==> config.mk <==
export PLATFORM = sky130hd
export DESIGN_NAME = ma_sram_ctrl_flat
export DESIGN_NICKNAME = d
export VERILOG_FILES = /design/src/rtl/ma_sram_ctrl_if.sv /design/src/rtl/ma_sram_ctrl.sv /design/src/flat_wrapper.sv
export SDC_FILE = /design/constraint.sdc
export NUM_CORES = 1
export LEC_CHECK = 0
export CORE_UTILIZATION = 30
export CTS_CLUSTER_SIZE = 12
export DETAILED_ROUTE_END_ITERATION = 8
export GPL_TIMING_DRIVEN = 0
export PLACE_DENSITY = 0.61
export SETUP_SLACK_MARGIN = 0.05
export SYNTH_ARGS = -nofsm -noshare
export SYNTH_HDL_FRONTEND = slang
export SYNTH_SLANG_ARGS = --single-unit
==> constraint.sdc <==
create_clock -name clk -period 2.1 [get_ports clk]
set_clock_uncertainty 0.15 [all_clocks]
set_input_delay 0.315 -clock clk [delete_from_list [all_inputs] [get_ports clk]]
set_output_delay 0.315 -clock clk [all_outputs]
set_load 0.1 [all_outputs]
==> src/rtl/ma_sram_ctrl_if.sv <==
// Bundles the MA-stage request side and the SRAM pin side of the data-memory controller.
// Latency: none, wires only.
// Backpressure: carried by ready; the requester holds its inputs while ready is low.
interface ma_sram_ctrl_if #(
  parameter int SRAM_AW = 18
);

  // Pipeline side
  logic               mem_r_en;
  logic               mem_w_en;
  logic [31:0]        address;
  logic [31:0]        wdata;
  logic [31:0]        rdata;
  logic               ready;

  // SRAM side
  logic [SRAM_AW-1:0] sram_addr;
  logic [15:0]        sram_dq_out;
  logic [15:0]        sram_dq_in;
  logic               sram_dq_oe;
  logic               sram_we_n;
  logic               sram_oe_n;

  // Environment view: the MA stage issuing requests plus the SRAM returning read data.
  modport master (
    output mem_r_en,
    output mem_w_en,
    output address,
    output wdata,
    output sram_dq_in,
    input  rdata,
    input  ready,
    input  sram_addr,
    input  sram_dq_out,
    input  sram_dq_oe,
    input  sram_we_n,
    input  sram_oe_n
  );

  // Controller view.
  modport slave (
    input  mem_r_en,
    input  mem_w_en,
    input  address,
    input  wdata,
    input  sram_dq_in,
    output rdata,
    output ready,
    output sram_addr,
    output sram_dq_out,
    output sram_dq_oe,
    output sram_we_n,
    output sram_oe_n
  );

endinterface

==> src/rtl/ma_sram_ctrl.sv <==
// Splits each 32-bit MA-stage load/store into two 16-bit async SRAM cycles, low half first.
// Latency: ready rises 2*WAIT_CYCLES+1 cycles after a request is seen in IDLE.
// Backpressure: ready stays low for the whole access; requests are only accepted in IDLE.
module ma_sram_ctrl #(
  parameter int BASE_ADDR   = 1024,
  parameter int WAIT_CYCLES = 2,
  parameter int SRAM_AW     = 18
) (
  input  logic          clk,
  input  logic          rst_n,
  ma_sram_ctrl_if.slave bus
);

  // The wait counter is 4 bits wide, so longer phases cannot be expressed.
  if (WAIT_CYCLES < 2 || WAIT_CYCLES > 15) begin : g_bad_wait_cycles
    $error("ma_sram_ctrl: WAIT_CYCLES must be within 2..15");
  end

  typedef enum logic [1:0] {
    IDLE = 2'd0,
    LO   = 2'd1,
    HI   = 2'd2,
    DONE = 2'd3
  } state_t;

  localparam logic [31:0] BASE = 32'(BASE_ADDR);
  localparam logic [3:0]  LAST = 4'(WAIT_CYCLES - 1);

  state_t             state_q, state_d;
  logic [3:0]         cnt_q, cnt_d;
  logic               wr_q, wr_d;
  logic [SRAM_AW-2:0] word_q, word_d;
  logic [15:0]        wdata_hi_q, wdata_hi_d;
  logic [SRAM_AW-1:0] addr_q, addr_d;
  logic [15:0]        dq_out_q, dq_out_d;
  logic [31:0]        rdata_q, rdata_d;
  logic               we_n_q, we_n_d;
  logic               oe_n_q, oe_n_d;
  logic               dq_oe_q, dq_oe_d;

  logic               req;
  logic               last;
  logic               phase_d;
  logic [31:0]        offset;
  logic [SRAM_AW-2:0] word_sel;
  logic               unused_offset_bits;

  assign req      = bus.mem_r_en | bus.mem_w_en;
  assign last     = (cnt_q == LAST);

  // Byte offset into data memory; the word index drops the byte lane and any bits
  // beyond the SRAM reach.
  assign offset   = bus.address - BASE;
  assign word_sel = offset[SRAM_AW:2];
  assign unused_offset_bits = ^{offset[31:SRAM_AW+1], offset[1:0]};

  // Next-state, counter, latched request and data-path updates.
  always_comb begin
    state_d    = state_q;
    cnt_d      = cnt_q;
    wr_d       = wr_q;
    word_d     = word_q;
    wdata_hi_d = wdata_hi_q;
    addr_d     = addr_q;
    dq_out_d   = dq_out_q;
    rdata_d    = rdata_q;

    case (state_q)
      IDLE: begin
        if (req) begin
          state_d    = LO;
          cnt_d      = 4'd0;
          // A simultaneous read+write request is treated as a store.
          wr_d       = bus.mem_w_en;
          word_d     = word_sel;
          wdata_hi_d = bus.wdata[31:16];
          addr_d     = {word_sel, 1'b0};
          dq_out_d   = bus.wdata[15:0];
        end
      end
      LO: begin
        if (last) begin
          state_d  = HI;
          cnt_d    = 4'd0;
          addr_d   = {word_q, 1'b1};
          dq_out_d = wdata_hi_q;
          if (!wr_q) begin
            rdata_d[15:0] = bus.sram_dq_in;
          end
        end else begin
          cnt_d = cnt_q + 4'd1;
        end
      end
      HI: begin
        if (last) begin
          state_d = DONE;
          cnt_d   = 4'd0;
          if (!wr_q) begin
            rdata_d[31:16] = bus.sram_dq_in;
          end
        end else begin
          cnt_d = cnt_q + 4'd1;
        end
      end
      DONE: begin
        state_d = IDLE;
      end
      default: begin
        state_d = IDLE;
      end
    endcase
  end

  // SRAM strobes are computed one cycle ahead so the pins come straight from flops.
  // The final cycle of a write phase keeps address/data stable with we_n released.
  always_comb begin
    phase_d = (state_d == LO) || (state_d == HI);
    dq_oe_d = phase_d & wr_d;
    oe_n_d  = ~(phase_d & ~wr_d);
    we_n_d  = ~(phase_d & wr_d & (cnt_d != LAST));
  end

  // State and data-path registers.
  always_ff @(posedge clk or negedge rst_n) begin
    if (!rst_n) begin
      state_q    <= IDLE;
      cnt_q      <= 4'd0;
      wr_q       <= 1'b0;
      word_q     <= '0;
      wdata_hi_q <= 16'd0;
      addr_q     <= '0;
      dq_out_q   <= 16'd0;
      rdata_q    <= 32'd0;
      we_n_q     <= 1'b1;
      oe_n_q     <= 1'b1;
      dq_oe_q    <= 1'b0;
    end else begin
      state_q    <= state_d;
      cnt_q      <= cnt_d;
      wr_q       <= wr_d;
      word_q     <= word_d;
      wdata_hi_q <= wdata_hi_d;
      addr_q     <= addr_d;
      dq_out_q   <= dq_out_d;
      rdata_q    <= rdata_d;
      we_n_q     <= we_n_d;
      oe_n_q     <= oe_n_d;
      dq_oe_q    <= dq_oe_d;
    end
  end

  // Ready is combinational so an idle cycle without a request never stalls the pipe.
  always_comb begin
    bus.ready = ((state_q == IDLE) && !req) || (state_q == DONE);
  end

  assign bus.rdata       = rdata_q;
  assign bus.sram_addr   = addr_q;
  assign bus.sram_dq_out = dq_out_q;
  assign bus.sram_dq_oe  = dq_oe_q;
  assign bus.sram_we_n   = we_n_q;
  assign bus.sram_oe_n   = oe_n_q;

endmodule

==> src/flat_wrapper.sv <==
// flat-port wrapper written by rule: the top's interface ports become plain ports
module ma_sram_ctrl_flat 
#(
  parameter int BASE_ADDR   = 1024,
  parameter int WAIT_CYCLES = 2,
  parameter int SRAM_AW     = 18
)
  (clk, rst_n, bus_mem_r_en, bus_mem_w_en, bus_address, bus_wdata, bus_sram_dq_in, bus_rdata, bus_ready, bus_sram_addr, bus_sram_dq_out, bus_sram_dq_oe, bus_sram_we_n, bus_sram_oe_n);
  ma_sram_ctrl_if #(.SRAM_AW(SRAM_AW)) bus_i ();
  input  logic clk;
  input  logic rst_n;
  input wire logic [$bits(bus_i.mem_r_en)-1:0] bus_mem_r_en;
  input wire logic [$bits(bus_i.mem_w_en)-1:0] bus_mem_w_en;
  input wire logic [$bits(bus_i.address)-1:0] bus_address;
  input wire logic [$bits(bus_i.wdata)-1:0] bus_wdata;
  input wire logic [$bits(bus_i.sram_dq_in)-1:0] bus_sram_dq_in;
  output wire logic [$bits(bus_i.rdata)-1:0] bus_rdata;
  output wire logic [$bits(bus_i.ready)-1:0] bus_ready;
  output wire logic [$bits(bus_i.sram_addr)-1:0] bus_sram_addr;
  output wire logic [$bits(bus_i.sram_dq_out)-1:0] bus_sram_dq_out;
  output wire logic [$bits(bus_i.sram_dq_oe)-1:0] bus_sram_dq_oe;
  output wire logic [$bits(bus_i.sram_we_n)-1:0] bus_sram_we_n;
  output wire logic [$bits(bus_i.sram_oe_n)-1:0] bus_sram_oe_n;
  assign bus_i.mem_r_en = bus_mem_r_en;
  assign bus_i.mem_w_en = bus_mem_w_en;
  assign bus_i.address = bus_address;
  assign bus_i.wdata = bus_wdata;
  assign bus_i.sram_dq_in = bus_sram_dq_in;
  assign bus_rdata = bus_i.rdata;
  assign bus_ready = bus_i.ready;
  assign bus_sram_addr = bus_i.sram_addr;
  assign bus_sram_dq_out = bus_i.sram_dq_out;
  assign bus_sram_dq_oe = bus_i.sram_dq_oe;
  assign bus_sram_we_n = bus_i.sram_we_n;
  assign bus_sram_oe_n = bus_i.sram_oe_n;
  ma_sram_ctrl #(.BASE_ADDR(BASE_ADDR), .WAIT_CYCLES(WAIT_CYCLES), .SRAM_AW(SRAM_AW)) u_core (.clk(clk), .rst_n(rst_n), .bus(bus_i));
endmodule
==> reports/metrics.yaml, run 1 <==
run_status:
  status: "finished, violations left"
  violations: "setup timing"
yosys:
  netlist_top_cells_count: "107 x dfrtp_1, 61 x mux2_2, 36 x nor2_1, 29 x a21oi_1, 26 x mux2i_1"
  async_flop_share_pct: 100
  syn_inst: 376
  synth.most_common_cell: "dfrtp_1"
  syn_area_um2: 4700
  ys_ff_latch: 109
  synth_cell_type_count: 42
  yosys_warnings: 0
  synth_area_leaders: "dfrtp_1 57%, mux2_2 15%, mux2i_1 5.5%"
  synth_nets: 468
  yosysTopAreaCellShare_pct: 56.9
  synth.avg_cell_area_um2: 12.5
  ys.flop_type: "dfrtp_1"
  yosysSeqAreaShare_pct: 58.0
  synth_top_area_cell: "dfrtp_1"
  synth-edff-count: 0
worst_setup_path:
  arrival_ps: 2350
  end_kind: "flop"
  rr_startpoint: "u_core.cnt_q[1]$_DFF_PN0_"
  path_delay_family: "simple AND/OR/NAND/NOR gates"
  cp.required_ps: 2190
  cp_max_fo: 3
  crit_top_cell: "and2_4"
  rrSetupSlack_ps: -160
  slowest_stage: "dfrtp_1"
  crit_buf_inv: 3
  cp-start-kind: "flop"
  rr_worst_depth: 9
  crit_chain: "inv_1 > ha_1 > or3b_1 > buf_6 > and2_4 > buf_4 > o32a_4 > xnor2_4 > and2_4"
  reg2reg_to: "u_core.bus.sram_dq_oe$_DFF_PN0_"
  slowest_delay_ps: 390
  crit_type: "flop to flop"
global_routing:
  grt_pass1_vias: 3755
  grt.total_usage_pct: 15.5
  antenna_found_initial: 0
  grt_pass1_wl_um: 19400
  grt_max_degree: 64
  grt.overflow.total: 0
routing:
  wl_um: 11900
  drc_errors: 0
  drtIter0Drc: 108
  first_pass_iters: 4
  drt-vias-per-instance: 4.57
  wire_per_inst_um: 15.4
  vias: 3545
  detail-route-antenna-nets: 0
clocking:
  htreeDepth: 3
  cts_tree: "yes"
  cts_sinks: 109
  clock_latency_ps: 340
  clk_pin_slew_worst_paths_ps: 70
  numCtsBuffers: 9
  cts_root_buffer: "clkbuf_16"
  cts_max_path_buffers: 2
floorplan:
  start_util_pct: 30.8
  die_w_um: 127
  rows: 45
  dieHeight_um: 127
  ioPinCount: 154
  fp.coreArea_um2: 15300
  die_area_um2: 16200
timing:
  min_period_over_period_pct: 108
  timing.final.hold_violations: 0
  slew_headroom_pct: 33.0
  max_slew.worst_pin.slew_ps: 1010
  rsz0062_at_grt: "yes"
  finalMaxSlewViolations: 0
  period_needed_ps: 2260
  timing.fmax_mhz: 442
  setup_viol: 67
  setup_ws_ps: -162
finish:
  final-instance-count-excl-fill: 775
  synthToLayoutAreaGrowth_pct: 55.1
  drive_gt1_share_pct: 32.3
  antenna_cells: 0
  nFillCells: 1369
  nets: 651
  multi_input_comb_area_um2: 1990
  seq_area_um2: 2730
min_path:
  hold_end: "u_core.word_q[14]$_DFFE_PN0P_"
  holdPathStages: 2
  hold_class: "flop to flop"
  min_from: "u_core.word_q[14]$_DFFE_PN0P_"
place:
  gp_congestion: 0.760
  dpl.hpwl_um: 8060
  dp_cells: 726
  port_buffers: 138
flow_run:
  maxCapViolations: 0
## worst reg2reg max path, delay by kind of cell (launching register included)
kind,cells,cell delay [ps]
compound gates,1,340
xor+xnor,1,140
fa+ha+maj,1,140
buf+inv,3,330
flops,1,390
simple gates,3,670
## sequential cells by signal (all words and copies together), names as in the netlist
name                    count
u_core.word_q              17
u_core.bus.rdata           32
u_core.bus.sram_we_n        1
u_core.state_q              2
u_core.cnt_q                4
u_core.wr_q                 1
u_core.wdata_hi_q          16
u_core.bus.sram_dq_out     16
u_core.bus.sram_oe_n        1
u_core.bus.sram_addr       18
u_core.bus.sram_dq_oe       1
## layer usage
| layer | GRT usage [%] | up-vias | wire length [um] |
|---|---|---|---|
| li1 | - | 1667 | - |
| met1 | 19.7 | 1765 | 5240 |
| met2 | 26.0 | 100 | 5920 |
| met3 | 3.14 | 13 | 554 |
| met4 | 6.09 | 0 | 185 |
| met5 | 0 | - | 0 |
## worst max-delay path by stage
| stage | startpoint | slack [ps] | to | cells after the start |
|---|---|---|---|---|
| 6_report | u_core.cnt_q[1]$_DFF_PN0_ | -160 | u_core.bus.sram_dq_oe$_DFF_PN0_ | 9 |
| 5_1_grt | u_core.cnt_q[1]$_DFF_PN0_ | -200 | u_core.bus.sram_we_n$_DFF_PN1_ | 9 |
| 4_1_cts | u_core.cnt_q[1]$_DFF_PN0_ | -150 | u_core.bus.sram_addr[5]$_DFFE_PN0P_ | 12 |
| 3_5_place_dp | u_core.state_q[0]$_DFF_PN0_ | -760 | bus_ready | 5 |
| 3_3_place_gp | rst_n | -3640 | u_core.wdata_hi_q[5]$_DFFE_PN0P_ | 1 |
| 2_1_floorplan | u_core.cnt_q[1]$_DFF_PN0_ | -30 | u_core.bus.sram_addr[11]$_DFFE_PN0P_ | 8 |
## cells in the final DEF (no fill, tap or decap), drive strengths merged, types with 2 or more instances in the layout
cell type,netlist,final
dfrtp,107,107
clkdlybuf4s50,0,67
mux2,61,61
buf,11,46
clkbuf,8,40
clkdlybuf4s15,0,39
nor2,37,37
a21oi,30,30
mux2i,26,26
nand2,22,22
o21ai,17,17
inv,8,10
dlygate4sd2,0,9
ha,8,8
xnor2,7,7
nor3,5,5
nand2b,3,3
and2,2,2
nor4,2,2
or3,2,2
nor2b,2,2
a311o,2,2
dfstp,2,2
## per-stage QoR
stage	hold WS, ps	instance area, um^2	setup slack, ps	utilization, %	TNS (ps)
CTS	336	7230	-146	47.4	-4950
global placement	314	6360	-3640	41.7	-415420
floorplan	-131	4720	-27.0	-	-135
detailed placement	230	6390	-761	41.9	-25550
global route	354	7300	-199	47.8	-8300
finish	333	7300	-162	47.8	-5350
## cell families (layout without fill, tap and decap cells)
| group | after synthesis | after routing | share of synthesized area (%) |
|---|---|---|---|
| flip-flops | 109 | 109 | 58.0 |
| multiplexers | 87 | 87 | 20.1 |
| AO/OA/AOI/OAI | 58 | 58 | 7.53 |
| adder cells (fa/ha/maj) | 8 | 8 | 2.13 |
| XOR/XNOR | 8 | 8 | 1.65 |
| buffers and inverters | 27 | 215 | 2.74 |
| AND/OR/NAND/NOR | 79 | 79 | 7.79 |
## layout make-up
cell class / instances / area share [%]
Sequential cell: 109 / 37.4
Multi-Input combinational cell: 240 / 27.3
Timing Repair Buffer: 173 / 24.5
Tap cell: 211 / 3.62
Clock buffer: 11 / 3.33
Buffer: 18 / 2.57
Clock inverter: 5 / 0.909
Inverter: 8 / 0.412
## timing repair
action | in CTS | in global routing
setup buffers | 24 | 4
pin swaps | 5 | 2
resized for setup | 167 | 77
gates cloned | 5 | 2
hold buffers | 1 | 0
endpoints found under the setup margin | 157 | 146
hold endpoints to repair | 44 | 0
Power of run 1 is not shown: default switching activity piles up to over one toggle a cycle in this logic, so the estimate is an artifact.
==> inputs of run 2 (changes only) <==
Settings changed: ABC_AREA set to 0.
==> results of run 2 <==
No change in the layout: final DEF, timing and power equal those of run 1.
Power of run 2 is left out for the same reason.
